`config.mk`:
```
export PLATFORM = sky130hd
export DESIGN_NAME = counter_cmd_sched
export DESIGN_NICKNAME = d
export VERILOG_FILES = /design/src/rtl/counter_cmd_sched.sv
export SDC_FILE = /design/constraint.sdc
export NUM_CORES = 1
export LEC_CHECK = 0
export CELL_PAD_IN_SITES_DETAIL_PLACEMENT = 1
export CELL_PAD_IN_SITES_GLOBAL_PLACEMENT = 1
export CORE_MARGIN = 8
export CORE_UTILIZATION = 48
export DETAILED_ROUTE_END_ITERATION = 8
export MAX_ROUTING_LAYER = met4
export PLACE_DENSITY = 0.95
export SLEW_MARGIN = 20
export SYNTH_ARGS = -nofsm -noshare
export SYNTH_HDL_FRONTEND = slang
export SYNTH_SLANG_ARGS = --single-unit
```
`constraint.sdc`:
```
create_clock -name clk -period 55.4 [get_ports clk]
set_clock_uncertainty 0.1 [all_clocks]
set_input_delay 11.08 -clock clk [delete_from_list [all_inputs] [get_ports clk]]
set_output_delay 11.08 -clock clk [all_outputs]
set_load 0.02 [all_outputs]
```
`src/rtl/counter_cmd_sched.sv`:
```
// UART command decoder and TX scheduler for the 10 Hz up/down counter.
// Echoes every received byte and sends count reports as 4 ASCII digits (+ CR LF).
module counter_cmd_sched #(
    parameter logic [7:0] CMD_RUN   = 8'h52,
    parameter logic [7:0] CMD_STOP  = 8'h53,
    parameter logic [7:0] CMD_CLEAR = 8'h43,
    parameter logic [7:0] CMD_MODE  = 8'h4D,
    parameter logic [7:0] CMD_QUERY = 8'h51,
    parameter bit         LINE_END  = 1'b1
) (
    input  logic        clk,
    input  logic        rst,
    input  logic [7:0]  rx_data,
    input  logic        rx_done,
    input  logic        tx_busy,
    input  logic        tx_done,
    input  logic [13:0] count,
    output logic        en,
    output logic        mode,
    output logic        clear,
    output logic        start_trigger,
    output logic [7:0]  tx_data,
    output logic        echo_ovf
);

    localparam logic [2:0] REP_LEN = LINE_END ? 3'd6 : 3'd4;

    typedef enum logic {TX_IDLE, TX_WAIT} tx_state_t;

    tx_state_t   state, state_nxt;
    logic        echo_full;
    logic [7:0]  echo_byte;
    logic        rep_active;
    logic [2:0]  rep_idx;
    logic        cur_is_rep;
    logic [13:0] snapshot;
    logic        rep_pending;
    logic [7:0]  rep_byte;
    logic [3:0]  d3, d2, d1, d0;
    logic        launch, launch_echo;

    assign rep_pending = rep_active && (rep_idx < REP_LEN);

    always_comb begin
        d3 = 4'(snapshot / 14'd1000);
        d2 = 4'((snapshot / 14'd100) % 14'd10);
        d1 = 4'((snapshot / 14'd10) % 14'd10);
        d0 = 4'(snapshot % 14'd10);
        case (rep_idx)
            3'd0:    rep_byte = 8'h30 + {4'h0, d3};
            3'd1:    rep_byte = 8'h30 + {4'h0, d2};
            3'd2:    rep_byte = 8'h30 + {4'h0, d1};
            3'd3:    rep_byte = 8'h30 + {4'h0, d0};
            3'd4:    rep_byte = 8'h0D;
            default: rep_byte = 8'h0A;
        endcase
    end

    always_ff @(posedge clk) begin
        if (!rst) state <= TX_IDLE;
        else      state <= state_nxt;
    end

    // A pending echo always wins over the next report byte.
    always_comb begin
        state_nxt   = state;
        launch      = 1'b0;
        launch_echo = 1'b0;
        case (state)
            TX_IDLE: begin
                if (!tx_busy && (echo_full || rep_pending)) begin
                    launch      = 1'b1;
                    launch_echo = echo_full;
                    state_nxt   = TX_WAIT;
                end
            end
            TX_WAIT: begin
                if (tx_done) state_nxt = TX_IDLE;
            end
            default: state_nxt = TX_IDLE;
        endcase
    end

    always_ff @(posedge clk) begin
        if (!rst) begin
            en            <= 1'b0;
            mode          <= 1'b0;
            clear         <= 1'b0;
            start_trigger <= 1'b0;
            tx_data       <= '0;
            echo_ovf      <= 1'b0;
            echo_full     <= 1'b0;
            echo_byte     <= '0;
            rep_active    <= 1'b0;
            rep_idx       <= '0;
            cur_is_rep    <= 1'b0;
            snapshot      <= '0;
        end else begin
            clear         <= 1'b0;
            start_trigger <= launch;

            if (launch) begin
                tx_data    <= launch_echo ? echo_byte : rep_byte;
                cur_is_rep <= !launch_echo;
                if (!launch_echo) rep_idx <= rep_idx + 3'd1;
            end

            if (state == TX_WAIT && tx_done && cur_is_rep && rep_idx == REP_LEN)
                rep_active <= 1'b0;

            // A launch in the same cycle frees the buffer, so that is not an overflow.
            if (rx_done) begin
                echo_byte <= rx_data;
                echo_full <= 1'b1;
                if (echo_full && !launch_echo) echo_ovf <= 1'b1;
            end else if (launch_echo) begin
                echo_full <= 1'b0;
            end

            if (rx_done) begin
                case (rx_data)
                    CMD_RUN:   en <= 1'b1;
                    CMD_STOP:  en <= 1'b0;
                    CMD_MODE:  mode <= ~mode;
                    CMD_CLEAR: begin
                        clear <= 1'b1;
                        en    <= 1'b0;
                    end
                    CMD_QUERY: begin
                        if (!rep_active) begin
                            rep_active <= 1'b1;
                            rep_idx    <= '0;
                            snapshot   <= count;
                        end
                    end
                    default: ;
                endcase
            end
        end
    end

endmodule
```
==> results of run 1 <==
-- power by group through the flow --
stage	logic, W	registers [W]	clock network (W)
2_1_floorplan	0.00000419	0.0000321	0
3_3_place_gp	0.00000773	0.0000319	0
3_5_place_dp	0.00000805	0.0000319	0
4_1_cts	0.00000825	0.0000313	0.0000295
5_1_grt	0.00000901	0.0000313	0.0000312
6_report	0.00000844	0.0000313	0.0000306
-- placed cells by master, fill, tap and decap left out, drive strengths merged, types with 10 or more instances in the layout --
cell type      count
a211o             10
a211oi            20
a21o              10
a21oi             70
a31oi             17
and2              10
clkdlybuf4s50     39
dfxtp             42
ha                58
inv               37
mux2              12
mux2i             38
nand2             91
nand2b            19
nand3             44
nand4             10
nor2             137
nor3              39
o211ai            13
o21a              19
o21ai             64
o31ai             10
or2               10
or3               14
xnor2             24
-- metrics by stage --
| stage | hold WS [ps] | total power, W | util | instances | setup slack [ps] |
|---|---|---|---|---|---|
| after global placement | 341 | 0.0000396 | 0.525 | 1197 | 32550 |
| after CTS | 364 | 0.0000691 | 0.535 | 1205 | 31330 |
| final | 368 | 0.0000704 | 0.536 | 1207 | 31120 |
| after detailed placement | 359 | 0.0000400 | 0.525 | 1197 | 31380 |
| after global routing | 400 | 0.0000715 | 0.536 | 1207 | 28990 |
| after floorplan | 331 | 0.0000363 | - | 1011 | 35150 |
-- path summary, 6_finish.rpt --
kind,to,slack (ps),cells past startpoint
max,tx_data[0]$_SDFFE_PN0P_,31120,101
min,tx_data[7]$_SDFFE_PN0P_,370,2
max reg2reg,tx_data[0]$_SDFFE_PN0P_,31120,101
min reg2reg,tx_data[7]$_SDFFE_PN0P_,370,2
-- worst min-delay path, cell delays in order (launching register included) --
cell	delay, ps
dfxtp_1	310
nand2_1	50
a21oi_1	50
-- cells by family (layout without fill, tap and decap cells) --
kind of cell | after synthesis | in the layout | share of synthesized area
XOR/XNOR | 32 | 32 | 0.0392
adder cells (fa/ha/maj) | 60 | 60 | 0.104
AND/OR/NAND/NOR | 426 | 426 | 0.292
buffers and inverters | 79 | 91 | 0.0453
flip-flops | 42 | 42 | 0.118
multiplexers | 50 | 50 | 0.0742
AO/OA/AOI/OAI | 322 | 322 | 0.328
-- state kept, by name (all words and copies together) (netlist names) --
| register | count |
|---|---|
| clear | 1 |
| cur_is_rep | 1 |
| echo_byte | 8 |
| echo_full | 1 |
| echo_ovf | 1 |
| en | 1 |
| mode | 1 |
| rep_active | 1 |
| rep_idx | 3 |
| snapshot | 14 |
| start_trigger | 1 |
| state | 1 |
| tx_data | 8 |
-- layer usage --
metal | share of wire | wire length [µm] | vias up
met5 | 0 | 0 | -
met4 | 0.038 | 997 | 0
met3 | 0.048 | 1270 | 100
met2 | 0.50 | 13200 | 273
met1 | 0.42 | 11100 | 4060
li1 | - | - | 3833
-- layout make-up --
cell class,count,area share
Tap cell,184,0.0296
Sequential cell,42,0.108
Multi-Input combinational cell,890,0.769
Inverter,38,0.0186
Timing Repair Buffer,45,0.0561
Clock buffer,5,0.0161
Clock inverter,3,0.00273
==> flow_summary.yaml, run 1 <==
critical_path:
  crit_start: "rep_idx[0]$_SDFF_PN0_"
  path_buf_inv: 3
  max_stage_delay_ps: 580
  cp.required_ps: 55470
  start_kind: "flop"
  arrival_ps: 24350
  path_class: "flop to flop"
  crit_top_cell: "ha_1"
  rr_startpoint: "rep_idx[0]$_SDFF_PN0_"
  worstPathMaxFanout: 29
  crit_slowest_cell: "a311oi_2"
  critPathCaptureType: "flop"
  crit_family: "compound AO/OA/AOI/OAI gates"
floorplan:
  die_x_um: 138
  num_rows: 44
  core_area_mm2: 0.0145
  start_util: 0.492
  ios: 40
  die-area_mm2: 0.0191
  die_h_um: 138
timing:
  slew_violations: 0
  hold_viol: 0
  fin_setup_tns_ps: 0
  rsz0062_at_grt: "false"
  slew_headroom: 0.273
  setup_viol: 0
  finalCritPeriodShare: 0.438
  worstMarginPinSlew_ps: 1080
  period_needed_ps: 24280
  fmax_mhz: 41.2
power:
  p_comb_frac: 0.120
  leakage_nw: 3.17
  seqPwrFrac: 0.445
  ir_drop_uv: 20.6
  intPower_w: 0.0000515
  power_switching_w: 0.0000189
  p_sw_frac: 0.269
  clockPowerShare: 0.435
  p_per_area_mw_per_mm2: 9.03
yosys:
  synth.most_common_cell: "nor2_1"
  synth_common_cells: "nor2_1, nand2_1, a21oi_1, ha_1, o21ai_0"
  syn-num-nets: 1096
  avgSynthCellArea_um2: 7.08
  ys.flop_type: "dfxtp_1"
  synthTopCellsByArea: "dfxtp_1, ha_1, nor2_1"
  synth_warnings: 0
  ys_ff_latch: 42
  syn_area_mm2: 0.00715
  synth_cells: 1011
  async_flop_share: 0
  synth_edf_count: 0
  seq_area_frac_synth: 0.118
  ys_types: 100
  synth_top_area_frac: 0.118
  yosysTopAreaCell: "dfxtp_1"
layout:
  n_antenna_cell: 0
  final_nets: 1107
  final_area_mm2: 0.00779
  layout-drive-gt1-share: 0.0802
  fill_cells: 1884
  seq_area_um2: 841
  multi_input_area_mm2: 0.00599
  syn_to_final_growth_pct: 8.87
detailed_routing:
  drtPass1Iterations: 5
  drt_iter0_markers: 587
  drc_errors: 0
  num_vias: 8266
  routedWlPerCell_um: 22.0
  via_per_inst: 6.85
  routed_wl_um: 26600
  ant_nets: 0
worst_hold_path:
  hp-start: "echo_byte[7]$_SDFFE_PN0P_"
  hp-class: "flop to flop"
run_status:
  outcome: "completed"
global_route:
  met1_usage: 0.299
  use_met2: 0.441
  grt_usage: 0.258
  busiest_layer: "met2"
  grt_pass1_vias: 8474
  grt_max_degree: 38
  use_met3: 0.0281
  overflow: 0
  grt_first_pass_wirelength_um: 41800
  grt_antenna_before_repair: 0
clock_network:
  cts_tree: "yes"
  path_clk_slew_ps: 70
  cts_sinks: 42
  post-cts-setup-buffers: 0
  cts-resized-gates: 0
  cts_root_buf: "clkbuf_16"
  cts_hold_buffers: 0
  clockBufferDepth: 2
  cts_buffers: 5
  htree_levels: 2
  worstSkewPairLatency_ps: 300
job:
  cap_violations: 0
place:
  dp_hpwl_um: 19400
  placed_area_mm2: 0.00763
  place_congestion: 0.903
  port-buffer-count: 39
Note: power is estimated with default switching activity, not from simulation.
==> run 2, diff against run 1 <==
Settings changed: CORE_UTILIZATION 48 to 46, PLACE_DENSITY 0.95 to 0.94.
Clock period 55.4 ns to 25.1 ns, I/O delays scaled along.
==> run 2 against run 1 <==
Via count shrank 1.6%. Cell count increased by 0.58%. Count of clock-buffer cells in the layout is the same. Worst hold slack improved by 5.9 ps. Flip-flop and latch count unchanged. Fmax rose by 3.0%.
==> flow_summary.yaml, run 2 (same netlist as run 1, synthesis figures left out) <==
place:
  place_ws_ps: 677
  place_congestion: 0.906
  port-buffer-count: 39
  dp_hpwl_um: 18900
clock_network:
  cts_buffers: 5
  worstSkewPairLatency_ps: 290
  cts_hold_buffers: 0
  cts_sinks: 42
  clockBufferDepth: 2
  cts_tree: "yes"
  cts_root_buf: "clkbuf_16"
  htree_levels: 2
  path_clk_slew_ps: 70
detailed_routing:
  via_per_inst: 6.70
  drc_errors: 0
  drt_iter0_markers: 544
  routed_wl_um: 25700
  drtPass1Iterations: 4
  routedWlPerCell_um: 21.2
  num_vias: 8131
  ant_nets: 0
power:
  ir_drop_uv: 39.3
  p_total_w: 0.000154
  leakage_nw: 3.21
  p_per_area_mw_per_mm2: 19.5
floorplan:
  core_area_mm2: 0.0152
  start_util: 0.471
  num_rows: 45
  die_h_um: 141
  die-area_mm2: 0.0198
  ios: 40
  die_x_um: 141
global_route:
  grt_antenna_before_repair: 0
  grt_pass1_vias: 8405
  grt_usage: 0.255
  overflow: 0
  grt_max_degree: 38
  grt_first_pass_wirelength_um: 41700
critical_path:
  rr_endpoint: "tx_data[0]$_SDFFE_PN0P_"
  crit_top_cell: "ha_1"
  critPathCaptureType: "flop"
  arrival_ps: 23630
  max_stage_delay_ps: 540
  start_kind: "flop"
  crit_slowest_cell: "a2111o_1"
  ff2ff_setup_slack_ps: 1530
  cp.required_ps: 25160
  worstPathMaxFanout: 29
  rr_startpoint: "rep_idx[0]$_SDFF_PN0_"
  path_class: "flop to flop"
  ff2ff_path_depth: 102
  crit_start: "rep_idx[0]$_SDFF_PN0_"
worst_hold_path:
  min_to: "tx_data[6]$_SDFFE_PN0P_"
  whs_path_depth: 2
  hp-class: "flop to flop"
  hp-start: "echo_byte[6]$_SDFFE_PN0P_"
layout:
  fill_cells: 1994
  final_common_cell: "nor2_1"
  syn_to_final_growth_pct: 10.5
  layout_common_cells: "nor2_1, nand2_1, a21oi_1"
  largest_reg_flops: 14
  top_register: "snapshot"
  fin_util: 0.520
  final_nets: 1110
  layout-drive-gt1-share: 0.0877
  n_antenna_cell: 0
  top_regs: "snapshot: 14 flops, echo_byte: 8 flops, tx_data: 8 flops"
timing:
  period_needed_ps: 23570
  worstMarginPinSlew_ps: 1070
  setup_viol: 0
  timing.hold.ws_ps: 374
  slew_violations: 0
  slew_headroom: 0.278
  fmax_mhz: 42.4
  setup_ws_ps: 1530
  hold_viol: 0
  finalCritPeriodShare: 0.939
job:
  cap_violations: 0
run_status:
  outcome: "completed"
## run 2: how the worst max path moves through the flow
stage | end | cells after the start
finish | tx_data[0]$_SDFFE_PN0P_ | 102
global route | tx_data[0]$_SDFFE_PN0P_ | 102
CTS | tx_data[0]$_SDFFE_PN0P_ | 100
detailed placement | tx_data[0]$_SDFFE_PN0P_ | 100
global placement | tx_data[0]$_SDFFE_PN0P_ | 99
floorplan | tx_data[0]$_SDFFE_PN0P_ | 101
## run 2: layout make-up
cell class / instances / area, µm² / share of cell area
well taps: 188 / 235 / 0.0298
flip-flops and latches: 42 / 841 / 0.106
inverters: 38 / 145 / 0.0184
multi-input cells: 890 / 6070 / 0.768
clock buffers: 5 / 125 / 0.0158
clock inverters: 3 / 25.0 / 0.00317
repair buffers: 48 / 462 / 0.0584
## run 2: power by group
| part | switching (W) | leakage [nW] | internal, W | total [W] |
|---|---|---|---|---|
| Combinational | 0.00000986 | 2.80 | 0.00000863 | 0.0000185 |
| Sequential | 0.00000119 | 0.341 | 0.0000681 | 0.0000692 |
| Clock | 0.0000290 | 0.0704 | 0.0000374 | 0.0000664 |
| Total | 0.0000400 | 3.21 | 0.000114 | 0.000154 |
## run 2: repair_timing
item	4_1_cts	5_1_grt
resized for setup	0	12
setup buffers	0	3
endpoints found under the setup margin	0	4
## run 2: routing by layer
layer | track usage | vias to the layer above | part of all wire
met5 | - | - | 0
met4 | 0.0928 | 0 | 0.029
met3 | 0.0314 | 67 | 0.036
met2 | 0.453 | 231 | 0.50
met1 | 0.290 | 4001 | 0.43
li1 | - | 3832 | -
## run 2: stage by stage
| stage | setup TNS [ps] | cells | cell area, µm² |
|---|---|---|---|
| final | 0 | 1214 | 7900 |
| after global routing | -48.8 | 1214 | 7900 |
| after CTS | 0 | 1210 | 7790 |
| after detailed placement | 0 | 1202 | 7640 |
| after global placement | 0 | 1202 | 7640 |
| after floorplan | 0 | 1011 | 7150 |
## run 2: worst max-delay path: cells and delay by family (launching register included)
family / cells / cell delay, ps
xor gates and xnor gates: 1 / 310
muxes: 2 / 490
adders and majority gates: 13 / 4040
buffers and inverters: 3 / 300
and+or+nand+nor: 40 / 8080
DFF: 1 / 380
AOI/OAI and AO/OA: 43 / 9690
